**src/rtl/local_mem_arbiter_pkg.sv**
```systemverilog
// Shared types and constants for the local memory arbiter.
// Read latency follows LOCAL_MEM_ARB_RSP_REG_EN (1 cycle when undefined, 2 when defined).
package local_mem_pkg;

  localparam int LOCAL_MEM_MAX_REQ = 8;
  localparam int LOCAL_MEM_ADDR_W  = 30;
  localparam int LOCAL_MEM_DATA_W  = 32;

`ifdef LOCAL_MEM_ARB_RSP_REG_EN
  localparam int LOCAL_MEM_READ_LATENCY = 2;
`else
  localparam int LOCAL_MEM_READ_LATENCY = 1;
`endif

  typedef logic [$clog2(LOCAL_MEM_MAX_REQ)-1:0] req_idx_t;

  typedef struct packed {
    logic [LOCAL_MEM_ADDR_W-1:0] addr;
    logic [3:0]                  be;
    logic [LOCAL_MEM_DATA_W-1:0] wdata;
  } local_mem_req_t;

endpackage

```
**src/rtl/local_mem_arbiter_if.sv**
```systemverilog
// Requester-side and memory-side bus of the local memory arbiter.
// master = requesters plus BRAM, slave = arbiter.
interface local_mem_arbiter_if #(
  parameter int NUM_REQ = 2,
  parameter int ADDR_W  = 30
);
  logic [NUM_REQ-1:0]             req_valid;
  logic [NUM_REQ-1:0][ADDR_W-1:0] req_addr;
  logic [NUM_REQ-1:0][3:0]        req_be;
  logic [NUM_REQ-1:0][31:0]       req_wdata;
  logic [NUM_REQ-1:0]             req_ready;
  logic [NUM_REQ-1:0]             rsp_valid;
  logic [31:0]                    rsp_data;
  logic                           mem_en;
  logic [ADDR_W-1:0]              mem_addr;
  logic [3:0]                     mem_be;
  logic [31:0]                    mem_wdata;
  logic [31:0]                    mem_rdata;

  modport master (
    output req_valid, req_addr, req_be, req_wdata, mem_rdata,
    input  req_ready, rsp_valid, rsp_data, mem_en, mem_addr, mem_be, mem_wdata
  );

  modport slave (
    input  req_valid, req_addr, req_be, req_wdata, mem_rdata,
    output req_ready, rsp_valid, rsp_data, mem_en, mem_addr, mem_be, mem_wdata
  );
endinterface

```
**src/rtl/local_mem_arbiter_rr_arbiter.sv**
```systemverilog
// Round-robin arbiter: combinational grant searching upward from the last winner.
module rr_arbiter #(
  parameter int NUM_REQ = 2
) (
  input  logic                       clk,
  input  logic                       rst,
  input  logic [NUM_REQ-1:0]         i_req,
  input  logic                       i_upd_en,
  output logic [NUM_REQ-1:0]         o_gnt,
  output logic [$clog2(NUM_REQ)-1:0] o_idx
);
  localparam int IDX_W = $clog2(NUM_REQ);

  logic [IDX_W-1:0] r_last_gnt;
  logic [IDX_W-1:0] w_idx;
  logic [IDX_W-1:0] w_cand;
  logic             w_found;

  // With no request the index stays on the last winner so the mux output is stable.
  always_comb begin
    w_found = 1'b0;
    w_idx   = r_last_gnt;
    w_cand  = '0;
    o_gnt   = '0;
    for (int k = 1; k <= NUM_REQ; k++) begin
      w_cand = IDX_W'((int'(r_last_gnt) + k) % NUM_REQ);
      if (!w_found && i_req[w_cand]) begin
        w_found = 1'b1;
        w_idx   = w_cand;
      end
    end
    if (w_found) o_gnt[w_idx] = 1'b1;
  end

  assign o_idx = w_idx;

  always_ff @(posedge clk or posedge rst) begin
    if (rst) begin
      r_last_gnt <= IDX_W'(NUM_REQ - 1);
    end else if (i_upd_en && w_found) begin
      r_last_gnt <= w_idx;
    end
  end

endmodule

```
**src/rtl/local_mem_arbiter.sv**
```systemverilog
// Shares one BRAM port among NUM_REQ requesters and routes read data back by tag.
// Optional LOCAL_MEM_ARB_RSP_REG_EN adds a response register stage (2-cycle reads).
module local_mem_arbiter
  import local_mem_pkg::*;
#(
  parameter int NUM_REQ = 2,
  parameter int ADDR_W  = 30
) (
  input  logic                clk,
  input  logic                rst,
  local_mem_arbiter_if.slave  bus
);
  localparam int IDX_W = $clog2(NUM_REQ);

  logic                 w_any;
  logic [NUM_REQ-1:0]   w_gnt;
  logic [IDX_W-1:0]     w_idx;
  local_mem_req_t       w_req [NUM_REQ];
  local_mem_req_t       w_sel;
  logic                 w_rd_grant;
  logic                 w_rsp_vld;
  req_idx_t             w_rsp_id;
  logic                 r_rd_vld_p0;
  req_idx_t             r_rd_id_p0;

  assign w_any = |bus.req_valid;

  rr_arbiter #(.NUM_REQ(NUM_REQ)) u_rr_arbiter (
    .clk      (clk),
    .rst      (rst),
    .i_req    (bus.req_valid),
    .i_upd_en (w_any),
    .o_gnt    (w_gnt),
    .o_idx    (w_idx)
  );

  always_comb begin
    for (int i = 0; i < NUM_REQ; i++) begin
      w_req[i].addr  = LOCAL_MEM_ADDR_W'(bus.req_addr[i]);
      w_req[i].be    = bus.req_be[i];
      w_req[i].wdata = bus.req_wdata[i];
    end
  end

  assign w_sel         = w_req[w_idx];
  assign bus.req_ready = rst ? '0 : w_gnt;
  assign bus.mem_en    = w_any & ~rst;
  assign bus.mem_addr  = ADDR_W'(w_sel.addr);
  assign bus.mem_be    = w_sel.be;
  assign bus.mem_wdata = w_sel.wdata;
  assign w_rd_grant    = bus.mem_en && (w_sel.be == 4'b0000);

  // p0: read tag, aligned with the BRAM output cycle
  always_ff @(posedge clk or posedge rst) begin
    if (rst) begin
      r_rd_vld_p0 <= 1'b0;
      r_rd_id_p0  <= '0;
    end else begin
      r_rd_vld_p0 <= w_rd_grant;
      if (w_rd_grant) r_rd_id_p0 <= req_idx_t'(w_idx);
    end
  end

`ifdef LOCAL_MEM_ARB_RSP_REG_EN
  logic        r_rd_vld_p1;
  req_idx_t    r_rd_id_p1;
  logic [31:0] r_rsp_data_p1;

  // p1: registered response, cuts the path from the BRAM output
  always_ff @(posedge clk or posedge rst) begin
    if (rst) begin
      r_rd_vld_p1   <= 1'b0;
      r_rd_id_p1    <= '0;
      r_rsp_data_p1 <= '0;
    end else begin
      r_rd_vld_p1 <= r_rd_vld_p0;
      r_rd_id_p1  <= r_rd_id_p0;
      if (r_rd_vld_p0) r_rsp_data_p1 <= bus.mem_rdata;
    end
  end

  assign w_rsp_vld    = r_rd_vld_p1;
  assign w_rsp_id     = r_rd_id_p1;
  assign bus.rsp_data = r_rsp_data_p1;
`else
  assign w_rsp_vld    = r_rd_vld_p0;
  assign w_rsp_id     = r_rd_id_p0;
  assign bus.rsp_data = r_rd_vld_p0 ? bus.mem_rdata : '0;
`endif

  always_comb begin
    bus.rsp_valid = '0;
    for (int i = 0; i < NUM_REQ; i++) begin
      bus.rsp_valid[i] = w_rsp_vld && (w_rsp_id == req_idx_t'(i));
    end
  end

endmodule

```
**src/flat_wrapper.sv**
```systemverilog
// flat-port wrapper written by rule: the top's interface ports become plain ports
module local_mem_arbiter_flat import local_mem_pkg::*;
#(
  parameter int NUM_REQ = 2,
  parameter int ADDR_W  = 30
)
  (clk, rst, bus_req_valid, bus_req_addr, bus_req_be, bus_req_wdata, bus_mem_rdata, bus_req_ready, bus_rsp_valid, bus_rsp_data, bus_mem_en, bus_mem_addr, bus_mem_be, bus_mem_wdata);
  local_mem_arbiter_if #(.NUM_REQ(NUM_REQ), .ADDR_W(ADDR_W)) bus_i ();
  input  logic clk;
  input  logic rst;
  input wire logic [$bits(bus_i.req_valid)-1:0] bus_req_valid;
  input wire logic [$bits(bus_i.req_addr)-1:0] bus_req_addr;
  input wire logic [$bits(bus_i.req_be)-1:0] bus_req_be;
  input wire logic [$bits(bus_i.req_wdata)-1:0] bus_req_wdata;
  input wire logic [$bits(bus_i.mem_rdata)-1:0] bus_mem_rdata;
  output wire logic [$bits(bus_i.req_ready)-1:0] bus_req_ready;
  output wire logic [$bits(bus_i.rsp_valid)-1:0] bus_rsp_valid;
  output wire logic [$bits(bus_i.rsp_data)-1:0] bus_rsp_data;
  output wire logic [$bits(bus_i.mem_en)-1:0] bus_mem_en;
  output wire logic [$bits(bus_i.mem_addr)-1:0] bus_mem_addr;
  output wire logic [$bits(bus_i.mem_be)-1:0] bus_mem_be;
  output wire logic [$bits(bus_i.mem_wdata)-1:0] bus_mem_wdata;
  assign bus_i.req_valid = bus_req_valid;
  assign bus_i.req_addr = bus_req_addr;
  assign bus_i.req_be = bus_req_be;
  assign bus_i.req_wdata = bus_req_wdata;
  assign bus_i.mem_rdata = bus_mem_rdata;
  assign bus_req_ready = bus_i.req_ready;
  assign bus_rsp_valid = bus_i.rsp_valid;
  assign bus_rsp_data = bus_i.rsp_data;
  assign bus_mem_en = bus_i.mem_en;
  assign bus_mem_addr = bus_i.mem_addr;
  assign bus_mem_be = bus_i.mem_be;
  assign bus_mem_wdata = bus_i.mem_wdata;
  local_mem_arbiter #(.NUM_REQ(NUM_REQ), .ADDR_W(ADDR_W)) u_core (.clk(clk), .rst(rst), .bus(bus_i));
endmodule
```
**config.mk**
```make
export PLATFORM = sky130hd
export DESIGN_NAME = local_mem_arbiter_flat
export DESIGN_NICKNAME = d
export VERILOG_FILES = /design/src/rtl/local_mem_arbiter_pkg.sv /design/src/rtl/local_mem_arbiter_if.sv /design/src/rtl/local_mem_arbiter_rr_arbiter.sv /design/src/rtl/local_mem_arbiter.sv /design/src/flat_wrapper.sv
export SDC_FILE = /design/constraint.sdc
export NUM_CORES = 1
export LEC_CHECK = 0
export BUFFER_PORTS_ARGS = -buffer_cell sky130_fd_sc_hd__buf_2
export CAP_MARGIN = 25
export CORE_AREA = 2 2 105 107
export DETAILED_ROUTE_END_ITERATION = 10
export DIE_AREA = 0 0 107 109
export PLACE_DENSITY = 0.47
export SYNTH_ARGS = -nofsm -noshare
export SYNTH_HDL_FRONTEND = slang
export SYNTH_SLANG_ARGS = --single-unit
```
**constraint.sdc**
```tcl
create_clock -name clk -period 2.7 [get_ports clk]
set_input_delay 0.135 -clock clk [delete_from_list [all_inputs] [get_ports clk]]
set_output_delay 0.135 -clock clk [all_outputs]
set_load 0.03 [all_outputs]
```
==> summary.md <==
| Metric | Value |
|---|---|
| Outcome | finished, final reports clean |
| Final-report max-slew violation count | 0 |
| Via Count | 2577 |
| Initial core utilization | 11.3% |
| WHS Path Cells | 3 |
| Hold Path End | u_core.r_rd_vld_p0 |
| Setup-failing EPs final | 0 |
| Area share of the largest cell type after synthesis | 59.2% |
| H-tree depth | 1 |
| R2R cell count | 6 |
| Slew HR | 53.2% |
| CP Capture Type | output pin |
| Launch point of the worst reg-to-reg path | u_core.u_rr_arbiter.r_last_gnt |
| Combinational share of power | 81.5% |
| First-pass GRT wire length | 10200 um |
| Critical Path AT | 2.09 ns |
| Count of cell types in the netlist | 18 |
| Synthesized area per cell | 4.61 sq um |
| P_int | 0.445 mW |
| Vias per inst | 3.89 |
| Sw Share | 59.3% |
| Length of routed wiring on met1 | 2550 um |
| Util after Layout | 26.0% |
| Largest net degree at the start of global routing | 39 |
| Number of global-route vias before repair | 2328 |
| Fin area | 2760 sq um |
| Worst-path clk slew | 0.03 ns |
| Worst vdd ir | 132 uV |
| R2R Path End | u_core.r_rd_id_p0[0] |
| WL final | 7240 um |
| Met3 routed WL | 759 um |
| Yosys top cell by area | nand2_1 |
| TritonRoute pass-1 iters | 4 |
| Number of synthesized flops with an enable pin | 0 |
| Worst skew pair latency | 0.22 ns |
| Final HPWL DP | 6180 um |
| Crit-path max FO | 38 |
| Req. time, crit path | 2.57 ns |
| Nets | 691 |
| Share of cells above drive strength 1 | 54.6% |
| Drt wl/cell | 10.9 um |
| GPL Wtd Cong | 0.754 |
| Most common cell after layout, fill and taps aside | buf_2 |
| I/O pin count | 271 |
| Total grt overflow | 0 |
| RSZ-0062 raised after global routing | false |
| DR top layer | met4 |
| Clock share of power | 12.3% |
| FFs w/ async S/R, synth | 100% |
| CTS hold repair buffers | 1 |
| CTS Sinks | 3 |
| Core Area | 10600 sq um |
| Initial antenna violation count | 1 |
| PD cells | 397 nW/um^2 |
| TritonCTS clock tree | done |
| Worst-margin pin slew | 0.702 ns |
| R2R Setup Slk | 0.78 ns |
| CP startpoint | u_core.u_rr_arbiter.r_last_gnt |
| Post-synth net total | 428 |
| Ys flop type | dfrtp_1 |
| Max Clock Skew | 0.00213 ns |
| DP Area | 2700 sq um |
| Final setup TNS | 0 ns |
| P&R area growth vs syn | 130% |
| Critical Path Source Type | register |
| Die area | 11700 sq um |
| Number of DRC markers in iteration 0 | 59 |
| Gr usage total | 11.1% |
| Sequential area share after synthesis | 6.37% |
| Antenna-violating nets left | 0 |
| Clock Path Buffers | 2 |
| Cell Area, Synth | 1200 sq um |
| Sequential share of power | 6.2% |
| DRC errors left | 0 |
| Synth Warn # | 0 |
| Most frequent cells in the layout | 270 x buf_2, 189 x nand2_1, 33 x and2_1, 4 x buf_4, 3 x clkbuf_8 |
| Cells after Synth | 260 |
| WL met2 | 3790 um |
| Area contributors post-synth | nand2_1 59%, and2_1 17%, clkbuf_1 5.3% |
| DIE WIDTH | 107 um |
| Fmax | 0.450 GHz |
| Register bit total from synthesis | 3 |
| Leakage | 1.93 nW |
| Inserted Clock Buffers | 3 |
| Layout fillers | 1200 |
| Final hold vios | 0 |
| Min Tclk post-route | 2.22 ns |
| Die H | 109 um |
| Clock Tree Root | clkbuf_8 |
| Final worst-path cycle share | 82.3% |
| HP Start | bus_req_be[3] |
| NetSw | 0.648 mW |
| Cts repair resizes | 0 |
| Port Buffer Count | 270 |
| # Max-Cap Violations | 0 |
| Setup repair bufs after CTS | 0 |
| Non-Filler Instances | 663 |
| Crit Path Category | reg -> out |
| Row cnt | 38 |
| HP Class | in -> reg |
| Placed instance count | 657 |
## Yosys cell counts, types with 2 or more instances
library cell,number
nor2b_1,2
nor2_1,2
and2_1,33
clkbuf_1,17
nand2_1,189
inv_1,3
dfrtp_1,2
mux2_2,2
## flip-flops by register name (all words and copies together), names as in the netlist
signal / cells
u_core.r_rd_id_p0: 1
u_core.r_rd_vld_p0: 1
u_core.u_rr_arbiter.r_last_gnt: 1
## cell type report
cell class | instances | area, sq um | share of cell area [%]
inverter | 3 | 11.3 | 0.409
clock buffer | 4 | 45.0 | 1.63
antenna | 1 | 2.50 | 0.0908
multi-input combinational | 237 | 1050 | 38.3
sequential | 3 | 76.3 | 2.77
tap | 140 | 175 | 6.35
timing repair buffer | 275 | 1390 | 50.5
## metal layers
metal,global-route usage [%],up-vias
met5,0,-
met2,22.6,164
met3,1.73,9
met4,4.45,0
li1,-,1298
met1,11.0,1106
## power by group through the flow
stage / Combinational (mW) / Sequential (mW) / Clock [mW]
final: 0.891 / 0.0680 / 0.134
after global routing: 0.970 / 0.0697 / 0.143
after CTS: 0.905 / 0.0688 / 0.139
after detailed placement: 0.901 / 0.0692 / 0
after global placement: 0.898 / 0.0687 / 0
after floorplan: 0.576 / 0.0629 / 0
## metrics by stage
stage               hold WS, ns  worst slack, ns  total power [mW]
floorplan               -0.0994            0.845             0.639
global placement         0.0354            0.731             0.966
detailed placement       0.0349            0.691             0.970
CTS                       0.240            0.444              1.11
global route              0.245            0.350              1.18
finish                    0.237            0.477              1.09
## critical path: stages (launching register included)
cell and delay (ns):
dfstp_2 0.56, nand2_2 0.08, o21ai_4 0.10, buf_4 0.41, inv_2 0.06, buf_4 0.26, nand2_1 0.11, nand2_1 0.08
buf_2 0.18
## kinds of logic (layout without fill, tap and decap cells)
kind of cell	after synthesis	count (layout)	share of synthesized area, %
multiplexers	4	4	4.07
flip-flops	3	3	6.37
other	0	1	0
buffers and inverters	20	282	6.26
AND/OR/NAND/NOR	230	230	81.7
AO/OA/AOI/OAI	3	3	1.57
## worst max path at each step
| stage | endpoint | slack [ns] | depth (start not counted) |
|---|---|---|---|
| finish | bus_mem_wdata[12] | 0.48 | 8 |
| global route | bus_mem_wdata[12] | 0.35 | 8 |
| CTS | bus_mem_wdata[12] | 0.44 | 8 |
| detailed placement | bus_mem_wdata[12] | 0.69 | 8 |
| global placement | bus_mem_wdata[12] | 0.73 | 8 |
| floorplan | u_core.r_rd_id_p0[0] | 0.85 | 5 |
Note: power is estimated with default switching activity, not from simulation.
